<file path="config.mk">
export PLATFORM = sky130hd
export DESIGN_NAME = regfile_wb_arbiter
export DESIGN_NICKNAME = d
export VERILOG_FILES = /design/src/rtl/regfile_wb_arbiter_pkg.sv /design/src/rtl/regfile_wb_arbiter_rr_arbiter.sv /design/src/rtl/regfile_wb_arbiter.sv
export SDC_FILE = /design/constraint.sdc
export NUM_CORES = 1
export LEC_CHECK = 0
export ABC_AREA = 1
export CAP_MARGIN = 20
export CORE_MARGIN = 2
export CORE_UTILIZATION = 35
export CTS_CLUSTER_DIAMETER = 120
export CTS_CLUSTER_SIZE = 24
export DETAILED_ROUTE_END_ITERATION = 6
export MAX_ROUTING_LAYER = met4
export PLACE_DENSITY_LB_ADDON = 0.05
export SYNTH_ARGS = -nofsm -noshare
export SYNTH_HDL_FRONTEND = slang
export SYNTH_SLANG_ARGS = --single-unit
</file>
<file path="constraint.sdc">
create_clock -name clk -period 3.45 [get_ports clk]
set_input_delay 0.5175 -clock clk [delete_from_list [all_inputs] [get_ports clk]]
set_output_delay 0.5175 -clock clk [all_outputs]
set_load 0.01 [all_outputs]
</file>
<file path="src/rtl/regfile_wb_arbiter_pkg.sv">
// Shared widths and packing helpers for the write-back path of the 3R/1W register file.
// Reused by issue and write-back stages so packed requester buses agree everywhere.
package regfile_wb_arbiter_pkg;

  localparam int N_REQ_DEF      = 3;
  localparam int N_ELEMENTS_DEF = 8;
  localparam int ADDR_WIDTH_DEF = 3;
  localparam int DATA_WIDTH_DEF = 16;

  // Low bit of requester idx's field inside a packed per-requester bus.
  function automatic int slice_lo(input int idx, input int width);
    return idx * width;
  endfunction

endpackage

</file>
<file path="src/rtl/regfile_wb_arbiter_rr_arbiter.sv">
// Generic N-way round-robin arbiter: one-hot grant scanning from the pointer,
// pointer moves just past the winner whenever a grant is given.
module rr_arbiter #(
  parameter  int N  = 3,
  localparam int PW = (N > 1) ? $clog2(N) : 1
) (
  input  logic         clk,
  input  logic         rst,
  input  logic [N-1:0] i_req,
  input  logic         i_en,
  output logic [N-1:0] o_grant
);

  logic [PW-1:0] r_ptr;
  logic [N-1:0]  w_grant;
  logic [PW-1:0] w_gidx;
  logic          w_found;
  logic [PW:0]   w_sum;
  logic [PW-1:0] w_idx;

  // A grant only ever goes to a valid requester, so any grant is also a handshake.
  always_comb begin
    w_grant = '0;
    w_gidx  = '0;
    w_found = 1'b0;
    w_sum   = '0;
    w_idx   = '0;
    for (int k = 0; k < N; k++) begin
      w_sum = {1'b0, r_ptr} + (PW+1)'(k);
      if (w_sum >= (PW+1)'(N)) w_sum = w_sum - (PW+1)'(N);
      w_idx = w_sum[PW-1:0];
      if (!w_found && i_en && i_req[w_idx]) begin
        w_found        = 1'b1;
        w_grant[w_idx] = 1'b1;
        w_gidx         = w_idx;
      end
    end
  end

  always_ff @(posedge clk) begin
    if (rst) begin
      r_ptr <= '0;
    end else if (w_found) begin
      r_ptr <= (w_gidx == PW'(N-1)) ? '0 : w_gidx + PW'(1);
    end
  end

  assign o_grant = w_grant;

endmodule

</file>
<file path="src/rtl/regfile_wb_arbiter.sv">
// Write-back arbiter for the register file write port: round-robin grant, registered
// write channel, and a per-register busy scoreboard with a WAW reservation flag.
module regfile_wb_arbiter
  import regfile_wb_arbiter_pkg::*;
#(
  parameter int N_ELEMENTS = N_ELEMENTS_DEF,
  parameter int ADDR_WIDTH = ADDR_WIDTH_DEF,
  parameter int DATA_WIDTH = DATA_WIDTH_DEF,
  parameter int N_REQ      = N_REQ_DEF
) (
  input  logic                        clk,
  input  logic                        rst,
  input  logic [N_REQ-1:0]            req_valid,
  input  logic [N_REQ*ADDR_WIDTH-1:0] req_addr,
  input  logic [N_REQ*DATA_WIDTH-1:0] req_data,
  output logic [N_REQ-1:0]            req_ready,
  input  logic                        wb_stall,
  input  logic                        rsv_en,
  input  logic [ADDR_WIDTH-1:0]       rsv_addr,
  output logic [ADDR_WIDTH-1:0]       w_addr,
  output logic [DATA_WIDTH-1:0]       w_data,
  output logic                        w_en,
  output logic [N_ELEMENTS-1:0]       busy,
  output logic                        rsv_conflict
);

  logic [N_REQ-1:0]      w_grant;
  logic                  w_hs;
  logic [ADDR_WIDTH-1:0] w_sel_addr;
  logic [DATA_WIDTH-1:0] w_sel_data;
  logic [N_ELEMENTS-1:0] w_busy_nxt;
  logic                  w_rsv_hit;

  logic [ADDR_WIDTH-1:0] r_w_addr;
  logic [DATA_WIDTH-1:0] r_w_data;
  logic                  r_w_en;
  logic [N_ELEMENTS-1:0] r_busy;
  logic                  r_rsv_conflict;

  // Gating by rst keeps ready low during reset, which drops any reset-cycle handshake.
  rr_arbiter #(.N(N_REQ)) u_rr (
    .clk     (clk),
    .rst     (rst),
    .i_req   (req_valid),
    .i_en    (!rst && !wb_stall),
    .o_grant (w_grant)
  );

  always_comb begin
    w_hs       = |w_grant;
    w_sel_addr = '0;
    w_sel_data = '0;
    for (int i = 0; i < N_REQ; i++) begin
      if (w_grant[i]) begin
        w_sel_addr = req_addr[slice_lo(i, ADDR_WIDTH) +: ADDR_WIDTH];
        w_sel_data = req_data[slice_lo(i, DATA_WIDTH) +: DATA_WIDTH];
      end
    end
  end

  // Reserve beats commit on the same register: the new producer is still outstanding.
  always_comb begin
    w_busy_nxt = r_busy;
    w_rsv_hit  = 1'b0;
    for (int r = 0; r < N_ELEMENTS; r++) begin
      if (rsv_en && rsv_addr == ADDR_WIDTH'(r)) begin
        w_busy_nxt[r] = 1'b1;
        if (r_busy[r]) w_rsv_hit = 1'b1;
      end else if (r_w_en && r_w_addr == ADDR_WIDTH'(r)) begin
        w_busy_nxt[r] = 1'b0;
      end
    end
  end

  always_ff @(posedge clk) begin
    if (rst) begin
      r_w_en         <= 1'b0;
      r_w_addr       <= '0;
      r_w_data       <= '0;
      r_busy         <= '0;
      r_rsv_conflict <= 1'b0;
    end else begin
      r_w_en         <= w_hs;
      r_busy         <= w_busy_nxt;
      r_rsv_conflict <= w_rsv_hit;
      if (w_hs) begin
        r_w_addr <= w_sel_addr;
        r_w_data <= w_sel_data;
      end
    end
  end

  assign req_ready    = w_grant;
  assign w_addr       = r_w_addr;
  assign w_data       = r_w_data;
  assign w_en         = r_w_en;
  assign busy         = r_busy;
  assign rsv_conflict = r_rsv_conflict;

endmodule
</file>
# Yosys cells after proc, flatten, opt, wreduce, memory -nomap -nowiden
# Index checks and enable logic that the tools add are counted.
[op_classes]
add_sub_neg = 6
order_cmp = 9
eq_ne = 15
mux = 63
bitwise_logic = 2
n_reduce_logical = 40
[ops]
columns = ["op", "n"]
rows = [
  ["two-way mux 16 bit", 3],
  ["two-way mux 1 bit", 41],
  ["logical AND 1 bit", 25],
  ["== test 3 bit (second input constant)", 8],
  ["two-way mux 3 bit", 6],
  ["nonzero test 2 bit", 8],
  ["two-way mux 2 bit", 7],
  ["== test 3 x 2 -> 1 bit (second input constant)", 4],
  ["< comparator 2 x 3 -> 1 bit (second input constant)", 3],
  ["binary-select mux 1 bit (select 2 bit)", 3],
  ["demux 1 bit (select 2 bit)", 3],
  ["== test 3 x 1 -> 1 bit (second input constant)", 2],
  [">= comparator 2 x 1 -> 1 bit (second input constant)", 3],
  [">= comparator 3 x 2 -> 1 bit (second input constant)", 2],
  ["zero test 3 bit", 2],
  ["OR 3 bit", 2],
  ["subtractor 2 bit (second input constant)", 3],
  ["zero test 1 bit", 4],
  ["adder 2 x 1 -> 3 bit (second input constant)", 1],
  ["adder 2 x 2 -> 3 bit (second input constant)", 1],
  ["OR reduction 3 bit", 1],
  ["adder 2 x 1 -> 2 bit (second input constant)", 1],
  ["== test 2 bit (second input constant)", 1],
  [">= comparator 2 bit (second input constant)", 1],
]
[word_totals]
register_bits = 31
inputBits = 67
out_inout_bits = 32
wordCells = 148

# Longest topological paths before layout
[logic_depth]
ltp_word = 17
mapped_depth = 18
ltp_nobuf = 17

# Hierarchy
# From an unflattened synthesis, not the netlist that was laid out.
[unflattened]
hier_cells = 321
hier_area_um2 = 2024.4
[modules_own_cells]
columns = ["mod", "n_inst", "cells_per_inst", "area_each_um2", "seq_area_each_um2"]
rows = [
  ["regfile_wb_arbiter", 1, 250, 1627.8, 580.6],
  ["rr_arbiter", 1, 71, 396.6, 40.0],
]

# Worst setup path after synthesis
# No wires, ideal clock.
[synth_timing]
path_type = "reg2out"
from = "register u_rr.r_ptr[0]"
to = "output port req_ready[1]"
t_arrival_ns = 1.661
required_time_ns = 2.932
path_slack_ns = 1.271
stages_incl_launch_ff = 13
path_cell_list = "dfxtp_1 inv_1 ha_1 inv_2 nand2_1 nand2_1 nand2_1 nor2_4 nand2_4 nand2_1 nand2_2 nand2_4 buf_4"
[synth_between]
elab_chain_cells = 14
[synth_rtl]
columns = ["item", "line", "text"]
rows = [
  ["start, declared", "regfile_wb_arbiter_rr_arbiter.sv:14", "logic [PW-1:0] r_ptr;"],
  ["start signal, assigned", "regfile_wb_arbiter_rr_arbiter.sv:44", "r_ptr <= (w_gidx == PW'(N-1)) ? '0 : w_gidx + PW'(1);"],
  ["parallel branches: the longest is 13 deep, another holds adder 2 x 1 -> 3 bit", "--", ""],
  ["two-way mux 3 bit (*)", "regfile_wb_arbiter_rr_arbiter.sv:32", "if (!w_found && i_en && i_req[w_idx]) begin"],
  ["end, declared", "regfile_wb_arbiter.sv:16", "output logic [N_REQ-1:0] req_ready,"],
]
# Mark *: on every way between the ends. The select of a mux whose other input is x is not followed.

# Final worst setup path
[layout_timing]
from = "register u_rr.r_ptr[0]"
to = "output port req_ready[2]"
# The elaborated chain is that of the path after synthesis.

==> flow_summary.json <==
{
  "grt_pass1_vias": 2234,
  "powerDensity_nw_per_um2": 636,
  "fin_crit_sh": 0.921,
  "fin_tns_setup_ns": 0,
  "grt-ovfl-total": 0,
  "critPathLaunch": "u_rr.r_ptr[0]",
  "clock_path_buffers": 2,
  "grt_max_degree": 22,
  "grt_first_pass_wirelength_mm": 10.4,
  "dpl.hpwl_mm": 4.77,
  "worstPathArrival_ns": 2.66,
  "multi_input_area_um2": 1310,
  "dp_slack_ns": 0.357,
  "post-route-min-period_ns": 3.18,
  "report.final.slew_viol_count": 0,
  "via_per_inst": 4.60,
  "grt_use_total": 0.187,
  "placed_cells_incl_taps": 521,
  "core_area_um2": 5960,
  "nNetsFinal": 524,
  "synthCells": 355,
  "relSlewSlack": 0.739,
  "cts-root-buf": "clkbuf_8",
  "fin_ws_ns": 0.274,
  "rsz0062_at_grt": "false",
  "cp-start-kind": "flip-flop",
  "clk_latency_ns": 0.28,
  "crit_required_ns": 2.93,
  "synth.cell_area_um2": 2180,
  "crit_type": "flip-flop to output pin",
  "synth_top_area_share": 0.285,
  "fmax_ghz": 0.315,
  "crit_path_end": "req_ready[2]",
  "ys_seq_area_frac": 0.285,
  "cts_resized": 0,
  "antenna_found_initial": 0,
  "ioPinCount": 99,
  "synth-seq-cells": 31,
  "rrSetupSlack_ns": 0.94,
  "post-route-util": 0.554,
  "worst_r2r_endpoint": "w_data[0]",
  "fill_cells": 622,
  "finalNonFillerCells": 529,
  "regArea_um2": 621,
  "drc": 0,
  "vias": 2431,
  "status": "complete, no violations",
  "clkSlewWorstSetupHoldPaths_ns": 0.07,
  "drt_iter0_markers": 76,
  "drv_cap": 0,
  "crit_path_end_kind": "output pin",
  "synth_cell_type_count": 28,
  "start_util": 0.366,
  "dieArea_um2": 6870,
  "synth_nets": 426,
  "r2r-start": "u_rr.r_ptr[0]",
  "htreeDepth": 2,
  "finalSetupViolations": 0,
  "worstRegToRegCells": 17,
  "cts_setup_buffers": 0,
  "netlist_top_cells_area": "dfxtp_1 28%, nand2_1 21%, nor2_1 9.8%",
  "fp-row-count": 28,
  "cts_tree": "built",
  "postRouteAntennaNets": 0,
  "drive_gt1_frac": 0.0727,
  "firstDrtPassIters": 4,
  "leakagePower_nw": 1.53,
  "gp_congestion": 0.861,
  "routed_wl_mm": 6.13,
  "yosys.area.top_type": "dfxtp_1",
  "io_buffers": 98,
  "whs_ns": 0.480,
  "yosysWarnings": 0,
  "area_delta_synth_final_pct": 51.3,
  "synth_edf_count": 0,
  "numCtsBuffers": 5,
  "cts_hold_buffers": 0,
  "finalHoldViolations": 0,
  "die_h_um": 82.9,
  "routedWlPerCell_um": 11.6,
  "antenna_cells": 0,
  "synth.most_common_cell": "nand2_1",
  "ir_drop_mv": 0.309,
  "hold_path_class": "flip-flop to flip-flop",
  "worstMarginPinSlew_ns": 0.390,
  "die_w_um": 82.9,
  "cp_max_fo": 7,
  "synth_commonest_cells": "121 x nand2_1, 57 x nor2_1, 38 x inv_1, 31 x dfxtp_1, 24 x nand3_1",
  "synthArstFlopShare": 0,
  "avgSynthCellArea_um2": 6.14,
  "clkSinkCount": 31,
  "fin_skew_ns": 0.00848,
  "synth_flop_cell": "dfxtp_1"
}
==> state kept, by name, summed over array words and instances (netlist names) <==
name          count
w_data           16
w_addr            3
rsv_conflict      1
busy              8
w_en              1
u_rr.r_ptr        2
==> how the worst min path moves through the flow <==
stage / start / end / slack [ns] / cells past startpoint
floorplan: u_rr.r_ptr[0] / u_rr.r_ptr[0] / 0.48 / 2
global placement: w_data[13] / w_data[13] / 0.46 / 2
detailed placement: busy[1] / busy[1] / 0.47 / 2
CTS: busy[1] / busy[1] / 0.48 / 2
global route: busy[2] / busy[2] / 0.50 / 2
finish: busy[1] / busy[1] / 0.48 / 2
==> worst max-delay path, stage by stage, from the launching register on <==
cell	delay, ns
dfxtp_1	0.38
inv_1	0.08
ha_1	0.38
inv_2	0.13
nand2_1	0.05
nand2_1	0.06
nand2_1	0.08
nor2_4	0.13
nand2_4	0.10
o21ai_1	0.19
inv_1	0.07
o21ai_2	0.12
clkdlybuf4s50_1	0.61
==> cells in the final DEF (no fill, tap or decap), types with 2 or more instances in the layout <==
cell | synthesis | final
nor2_2 | 2 | 2
nor2_8 | 3 | 3
nand4_1 | 5 | 5
or2_1 | 11 | 11
nand3_1 | 24 | 24
nand2_1 | 121 | 121
nor2_4 | 2 | 2
a21oi_1 | 21 | 21
nand3_2 | 3 | 3
buf_4 | 2 | 5
dfxtp_1 | 31 | 31
clkdlybuf4s50_1 | 0 | 98
inv_2 | 3 | 3
ha_1 | 4 | 4
o21ai_1 | 2 | 2
inv_1 | 38 | 38
clkbuf_8 | 0 | 7
o21ai_0 | 4 | 4
nor2_1 | 57 | 57
nand2_4 | 3 | 3
nand2_2 | 3 | 3
==> through the flow <==
| stage | total power, mW | cell area [µm²] |
|---|---|---|
| floorplan | 1.35 | 2180 |
| detailed placement | 1.80 | 3200 |
| global route | 2.29 | 3300 |
| CTS | 2.12 | 3300 |
| finish | 2.10 | 3300 |
| global placement | 1.79 | 3200 |
==> final cells by class <==
class                           instances  share of cell area
Clock buffer                            8              0.0304
Timing Repair Buffer                  103               0.309
Multi-Input combinational cell        271               0.397
Inverter                               41              0.0467
Sequential cell                        31               0.188
Tap cell                               75              0.0285
==> layer usage <==
metal,global-route usage,part of all wire
met3,0.0308,0.048
met5,-,0
met4,0.0537,0.013
met2,0.311,0.47
met1,0.236,0.47
==> power by group <==
part	internal (mW)	switching (mW)	total, mW
clock	0.182	0.134	0.316
sequential	0.493	0.0881	0.582
combinational	0.548	0.651	1.20
total	1.22	0.873	2.10
==> logic make-up (layout without fill, tap and decap cells) <==
logic type / after synthesis / in the layout / synth area share
AOI/OAI and AO/OA: 30 / 30 / 0.0735
adders and majority gates: 4 / 4 / 0.0230
buffers and inverters: 53 / 152 / 0.114
DFF: 31 / 31 / 0.285
and+or+nand+nor: 237 / 237 / 0.505
(Power assumes the default switching activity.)
